<file path="src/rtl/ecc_kp_requester.sv">
`timescale 1ns/1ps
// Host-side requester for the ECC kP core: checks operands, pulses the core start,
// waits for done under a timeout and returns the point with a status code.
module ecc_kp_requester #(
    parameter int W       = 4,
    parameter int TIMEOUT = 255,
    parameter int CW      = 8
) (
    input  logic         i_clk,
    input  logic         i_rst,
    input  logic         req_valid,
    output logic         req_ready,
    input  logic [W-1:0] req_a,
    input  logic [W-1:0] req_prime,
    input  logic [W-1:0] req_px,
    input  logic [W-1:0] req_py,
    input  logic [W-1:0] req_k,
    output logic         core_start,
    output logic [W-1:0] core_a,
    output logic [W-1:0] core_prime,
    output logic [W-1:0] core_px,
    output logic [W-1:0] core_py,
    output logic [W-1:0] core_k,
    input  logic [W-1:0] core_kpx,
    input  logic [W-1:0] core_kpy,
    input  logic         core_done,
    output logic         res_valid,
    input  logic         res_ready,
    output logic [W-1:0] res_kpx,
    output logic [W-1:0] res_kpy,
    output logic [1:0]   res_status,
    output logic         busy
);

    typedef enum logic [2:0] {S_IDLE, S_START, S_ARM, S_WAIT, S_RESP} state_t;

    localparam logic [1:0]    ST_OK  = 2'b00;
    localparam logic [1:0]    ST_INF = 2'b01;
    localparam logic [1:0]    ST_TMO = 2'b10;
    localparam logic [1:0]    ST_BAD = 2'b11;
    localparam logic [CW-1:0] TMO    = CW'(TIMEOUT);

    state_t         state_q;
    logic [CW-1:0]  cnt_q;
    logic           req_ready_q, core_start_q, res_valid_q, busy_q;
    logic [W-1:0]   a_q, prime_q, px_q, py_q, k_q;
    logic [W-1:0]   kpx_q, kpy_q;
    logic [1:0]     status_q;

    logic bad_op, k_zero, tmo_hit;

    always_comb begin
        bad_op  = (req_prime < W'(2)) || (req_px >= req_prime) || (req_py >= req_prime);
        k_zero  = (req_k == '0);
        tmo_hit = (cnt_q >= TMO);
    end

    always_ff @(posedge i_clk or posedge i_rst) begin
        if (i_rst) begin
            state_q      <= S_IDLE;
            cnt_q        <= '0;
            req_ready_q  <= 1'b1;
            core_start_q <= 1'b0;
            res_valid_q  <= 1'b0;
            busy_q       <= 1'b0;
            a_q          <= '0;
            prime_q      <= '0;
            px_q         <= '0;
            py_q         <= '0;
            k_q          <= '0;
            kpx_q        <= '0;
            kpy_q        <= '0;
            status_q     <= ST_OK;
        end else begin
            case (state_q)
                S_IDLE: begin
                    if (req_valid && req_ready_q) begin
                        a_q         <= req_a;
                        prime_q     <= req_prime;
                        px_q        <= req_px;
                        py_q        <= req_py;
                        k_q         <= req_k;
                        req_ready_q <= 1'b0;
                        busy_q      <= 1'b1;
                        // Operand errors outrank k==0; neither case ever starts the core.
                        if (bad_op || k_zero) begin
                            kpx_q       <= '0;
                            kpy_q       <= '0;
                            status_q    <= bad_op ? ST_BAD : ST_INF;
                            res_valid_q <= 1'b1;
                            state_q     <= S_RESP;
                        end else begin
                            core_start_q <= 1'b1;
                            state_q      <= S_START;
                        end
                    end
                end
                S_START: begin
                    core_start_q <= 1'b0;
                    cnt_q        <= '0;
                    state_q      <= S_ARM;
                end
                S_ARM, S_WAIT: begin
                    if (!tmo_hit) begin
                        cnt_q <= cnt_q + CW'(1);
                    end
                    // ARM drains a done left high by the previous operation; done wins over timeout.
                    if (state_q == S_ARM && !core_done) begin
                        state_q <= S_WAIT;
                    end else if (state_q == S_WAIT && core_done) begin
                        kpx_q       <= core_kpx;
                        kpy_q       <= core_kpy;
                        status_q    <= ST_OK;
                        res_valid_q <= 1'b1;
                        state_q     <= S_RESP;
                    end else if (tmo_hit) begin
                        kpx_q       <= '0;
                        kpy_q       <= '0;
                        status_q    <= ST_TMO;
                        res_valid_q <= 1'b1;
                        state_q     <= S_RESP;
                    end
                end
                S_RESP: begin
                    if (res_ready) begin
                        res_valid_q <= 1'b0;
                        req_ready_q <= 1'b1;
                        busy_q      <= 1'b0;
                        state_q     <= S_IDLE;
                    end
                end
                default: state_q <= S_IDLE;
            endcase
        end
    end

    assign req_ready  = req_ready_q;
    assign core_start = core_start_q;
    assign core_a     = a_q;
    assign core_prime = prime_q;
    assign core_px    = px_q;
    assign core_py    = py_q;
    assign core_k     = k_q;
    assign res_valid  = res_valid_q;
    assign res_kpx    = kpx_q;
    assign res_kpy    = kpy_q;
    assign res_status = status_q;
    assign busy       = busy_q;

endmodule

</file>
<file path="config.mk">
export PLATFORM = sky130hd
export DESIGN_NAME = ecc_kp_requester
export DESIGN_NICKNAME = d
export VERILOG_FILES = /design/src/rtl/ecc_kp_requester.sv
export SDC_FILE = /design/constraint.sdc
export NUM_CORES = 1
export LEC_CHECK = 0
export CORE_MARGIN = 2
export CORE_UTILIZATION = 46
export CTS_CLUSTER_DIAMETER = 80
export DETAILED_ROUTE_END_ITERATION = 10
export HOLD_SLACK_MARGIN = 0.06
export PLACE_DENSITY_LB_ADDON = 0.15
export SYNTH_ARGS = -nofsm -noshare
export SYNTH_HDL_FRONTEND = slang
export SYNTH_SLANG_ARGS = --single-unit
</file>
<file path="constraint.sdc">
create_clock -name i_clk -period 2.8 [get_ports i_clk]
set_clock_uncertainty 0.15 [all_clocks]
set_input_delay 0.56 -clock i_clk [delete_from_list [all_inputs] [get_ports i_clk]]
set_output_delay 0.56 -clock i_clk [all_outputs]
set_load 0.03 [all_outputs]
</file>
==> flow_summary_export.csv <==
group,metric,value,unit
run_status,outcome,"finished clean",
global_routing,grt_max_degree,46,
routing,totalWireLength,4380,um
floorplan,die-width,71.5,um
floorplan,placeableCoreArea,0.00438,mm^2
cts,insertion_delay,0.29,ns
floorplan,die_height,71.5,um
cts,clk_transition_reported_paths,0.08,ns
logic_synthesis,synthesis.area,0.00209,mm^2
routing,routed_wire_length_per_instance,14.2,um
timing,setup_viol,0,
worst_setup_path,worstPathCellList,"clkdlybuf4s50_1 > inv_1 > ha_1 > o211ai_1 > a21oi_1 > nor4_2 > or4_4 > mux2_2",
power_and_ir_drop,power.leakage,0.00136,uW
cells_and_area,most-common-layout-cells,"clkdlybuf4s50_1 (66), dfrtp_1 (44), mux2_2 (22), nand2_1 (16), nor2_1 (16)",
worst_setup_path,timing_worst_setup_path_type,"input port to register",
logic_synthesis,postSynthAreaPerCell,11.8,um^2
timing,period_needed,2.68,ns
cts,cts_resized,0,
hold_path,min_delay_path_depth,2,
floorplan,floorplan.io_pins,67,
worst_setup_path,cp_required,2.83,ns
worst_setup_path,crit_start,"req_prime[3]",
cells_and_area,antenna-diode-count,0,
timing,final-max-slew-violation-count,0,
logic_synthesis,post_synthesis_cells,178,
cells_and_area,layout-drive-gt1-share,21.4,%
cts,cts-buffers-inserted,5,
cells_and_area,fillerInstances,362,
global_routing,initial_antenna_violation_count,0,
logic_synthesis,mappedNetlistNets,220,
cells_and_area,design_area,0.00298,mm^2
timing,rsz0062_at_grt,"no",
cells_and_area,layout.cells.most_common,"clkdlybuf4s50_1",
worst_setup_path,critical_path_arrival,2.71,ns
flow_run,cap_viol_max_count,0,
routing,ant_nets,0,
worst_setup_path,ff2ff_path_depth,5,
cts,numClockSinks,45,
routing,detailroute.via_count,1628,
global_routing,grt_usage,18.4,%
global_routing,grt_pass1_wl,7470,um
power_and_ir_drop,netSwitchingFraction,38.3,%
power_and_ir_drop,power_frac_seq,34.9,%
cts,root_buf_cell,"clkbuf_8",
power_and_ir_drop,p_int,1810,uW
routing,post-route-drc-count,0,
worst_setup_path,setup.worst_path.end,"res_status[0]",
worst_setup_path,ff2ff_setup_slack,0.44,ns
routing,routed_via_density,5.27,
power_and_ir_drop,p_sw,1120,uW
worst_setup_path,worst_setup_path_start_kind,"input port",
timing,fmax,0.374,GHz
cells_and_area,final_util,67.9,%
timing,period_utilization_post_route,95.6,%
routing,initialDrtViolationCount,81,
cts,post-cts-setup-buffer-count,0,
worst_setup_path,crit-reg2reg-capture,"res_status[0]",
timing,timing.slew.headroom,62.6,%
logic_synthesis,synth_enable_flop_cells,0,
place,hpwl,3250,um
cts,clock_tree_from_tritoncts,"yes",
floorplan,placementRows,24,
worst_setup_path,critical_path.slowest_cell,"or4_4",
cells_and_area,post_layout_nonfiller_instances,309,
logic_synthesis,netlist-cell-type-count,34,
timing,timing.hold.ws,0.332,ns
logic_synthesis,yosys_register_bits,45,
place,port_buffers,66,
timing,final-hold-violation-count,0,
routing,drt-pass1-iter-count,4,
cells_and_area,final_net_count,299,
logic_synthesis,synth_flop_cell,"dfrtp_1",
worst_setup_path,r2r-start,"state_q[0]",
global_routing,grt_overflow_total,0,
power_and_ir_drop,p_per_area,983,mW/mm^2
power_and_ir_drop,comb_power_share,49.0,%
place,gp_congestion,0.846,
cts,cts_htree_levels,2,
cts,cts_buffer_depth,2,
place,post_dp_cell_area,0.00287,mm^2
global_routing,number_of_global_route_vias_before_repair,1685,
place,numPlacedInstances,302,
hold_path,hold_path_class,"register to register",
power_and_ir_drop,power_after_layout,2930,uW
logic_synthesis,yosysWarningCount,0,
power_and_ir_drop,worst_ir_drop_vdd,0.000503,V
logic_synthesis,seq_area_frac_synth,53.8,%
floorplan,die_area,0.00511,mm^2
timing,tightest_slew,0.561,ns
power_and_ir_drop,power.clock.fraction,16.2,%
logic_synthesis,async_s_r_ff_share_synth,100,%
cts,cts_hold_repair.buffers,0,
worst_setup_path,worst-path-max-fanout,12,
worst_setup_path,setup.worst_path.end_class,"register",
floorplan,initial_core_utilization,47.8,%
worst_setup_path,slowest_delay,0.61,ns
cells_and_area,areaGrowthSynthToFinish,42.1,%
[metal layers]
metal | vias up | wire, um | GRT usage, %
met5 | - | 0 | 0
met4 | 0 | 70 | 5.66
met3 | 8 | 209 | 4.92
met2 | 40 | 2110 | 29.7
met1 | 786 | 1990 | 24.3
li1 | 794 | - | -
[worst min-delay path by stage]
stage,startpoint,endpoint
6_report,res_valid,res_valid
5_1_grt,core_py[0],core_py[0]
2_1_floorplan,cnt_q[1],cnt_q[1]
3_3_place_gp,busy,busy
3_5_place_dp,res_valid,res_valid
4_1_cts,res_valid,res_valid
[power by group through the flow]
stage | Clock [uW] | Combinational, uW | Sequential, uW
floorplan | 0 | 507 | 1400
global placement | 0 | 1430 | 1030
detailed placement | 0 | 1440 | 1030
CTS | 486 | 1440 | 1020
global route | 514 | 1530 | 1050
finish | 474 | 1430 | 1020
[flip-flops by register name, summed over array words and instances (netlist names)]
signal	flops
busy	1
cnt_q	8
core_a	4
core_k	4
core_prime	4
core_px	4
core_py	4
core_start	1
req_ready	1
res_kpx	4
res_kpy	4
res_status	2
res_valid	1
state_q	3
[synth_stat cells (all sizes together) (3+ instances only)]
| cell type | count | area, um^2 |
|---|---|---|
| and3 | 3 | 18.8 |
| a21oi | 4 | 20.0 |
| o21ai | 4 | 20.0 |
| dfrtp | 44 | 1100 |
| nor2 | 17 | 63.8 |
| nand2 | 16 | 60.1 |
| inv | 7 | 26.3 |
| buf | 5 | 37.5 |
| a31oi | 4 | 25.0 |
| nand4 | 3 | 18.8 |
| xor2 | 6 | 52.6 |
| a22o | 8 | 80.1 |
| ha | 9 | 113 |
| mux2 | 22 | 248 |
| o211ai | 3 | 22.5 |
[kinds of logic after synthesis]
kind of cell,after synthesis,synth area share [%]
AOI/OAI and AO/OA,30,10.6
xor gates and xnor gates,7,2.93
adders and majority gates,9,5.38
buffers and inverters,13,3.23
DFF,45,53.8
muxes,23,12.3
and+or+nand+nor,51,11.7
[metrics by stage]
step / setup TNS (ns) / setup WS (ns)
after global placement: -1.04 / -0.156
after CTS: 0 / 0.118
after floorplan: 0 / 0.436
after global routing: 0 / 0.00218
after detailed placement: -1.49 / -0.201
final: 0 / 0.124
[area by class of cell]
| type | count | area (um^2) | share of cell area (%) |
|---|---|---|---|
| timing repair buffer | 78 | 751 | 25.2 |
| clock inverter | 2 | 35.0 | 1.18 |
| multi-input combinational | 120 | 902 | 30.3 |
| tap | 52 | 65.1 | 2.19 |
| clock buffer | 5 | 68.8 | 2.31 |
| inverter | 7 | 26.3 | 0.883 |
| sequential | 45 | 1130 | 37.9 |
[critical path: cells and delay by family]
kind	cells	cell delay, ns
AND/OR/NAND/NOR	2	0.70
buffers and inverters	2	0.55
multiplexers	1	0.30
adder cells (fa/ha/maj)	1	0.30
AO/OA/AOI/OAI	2	0.30
Power figures use the tool's default switching activity.
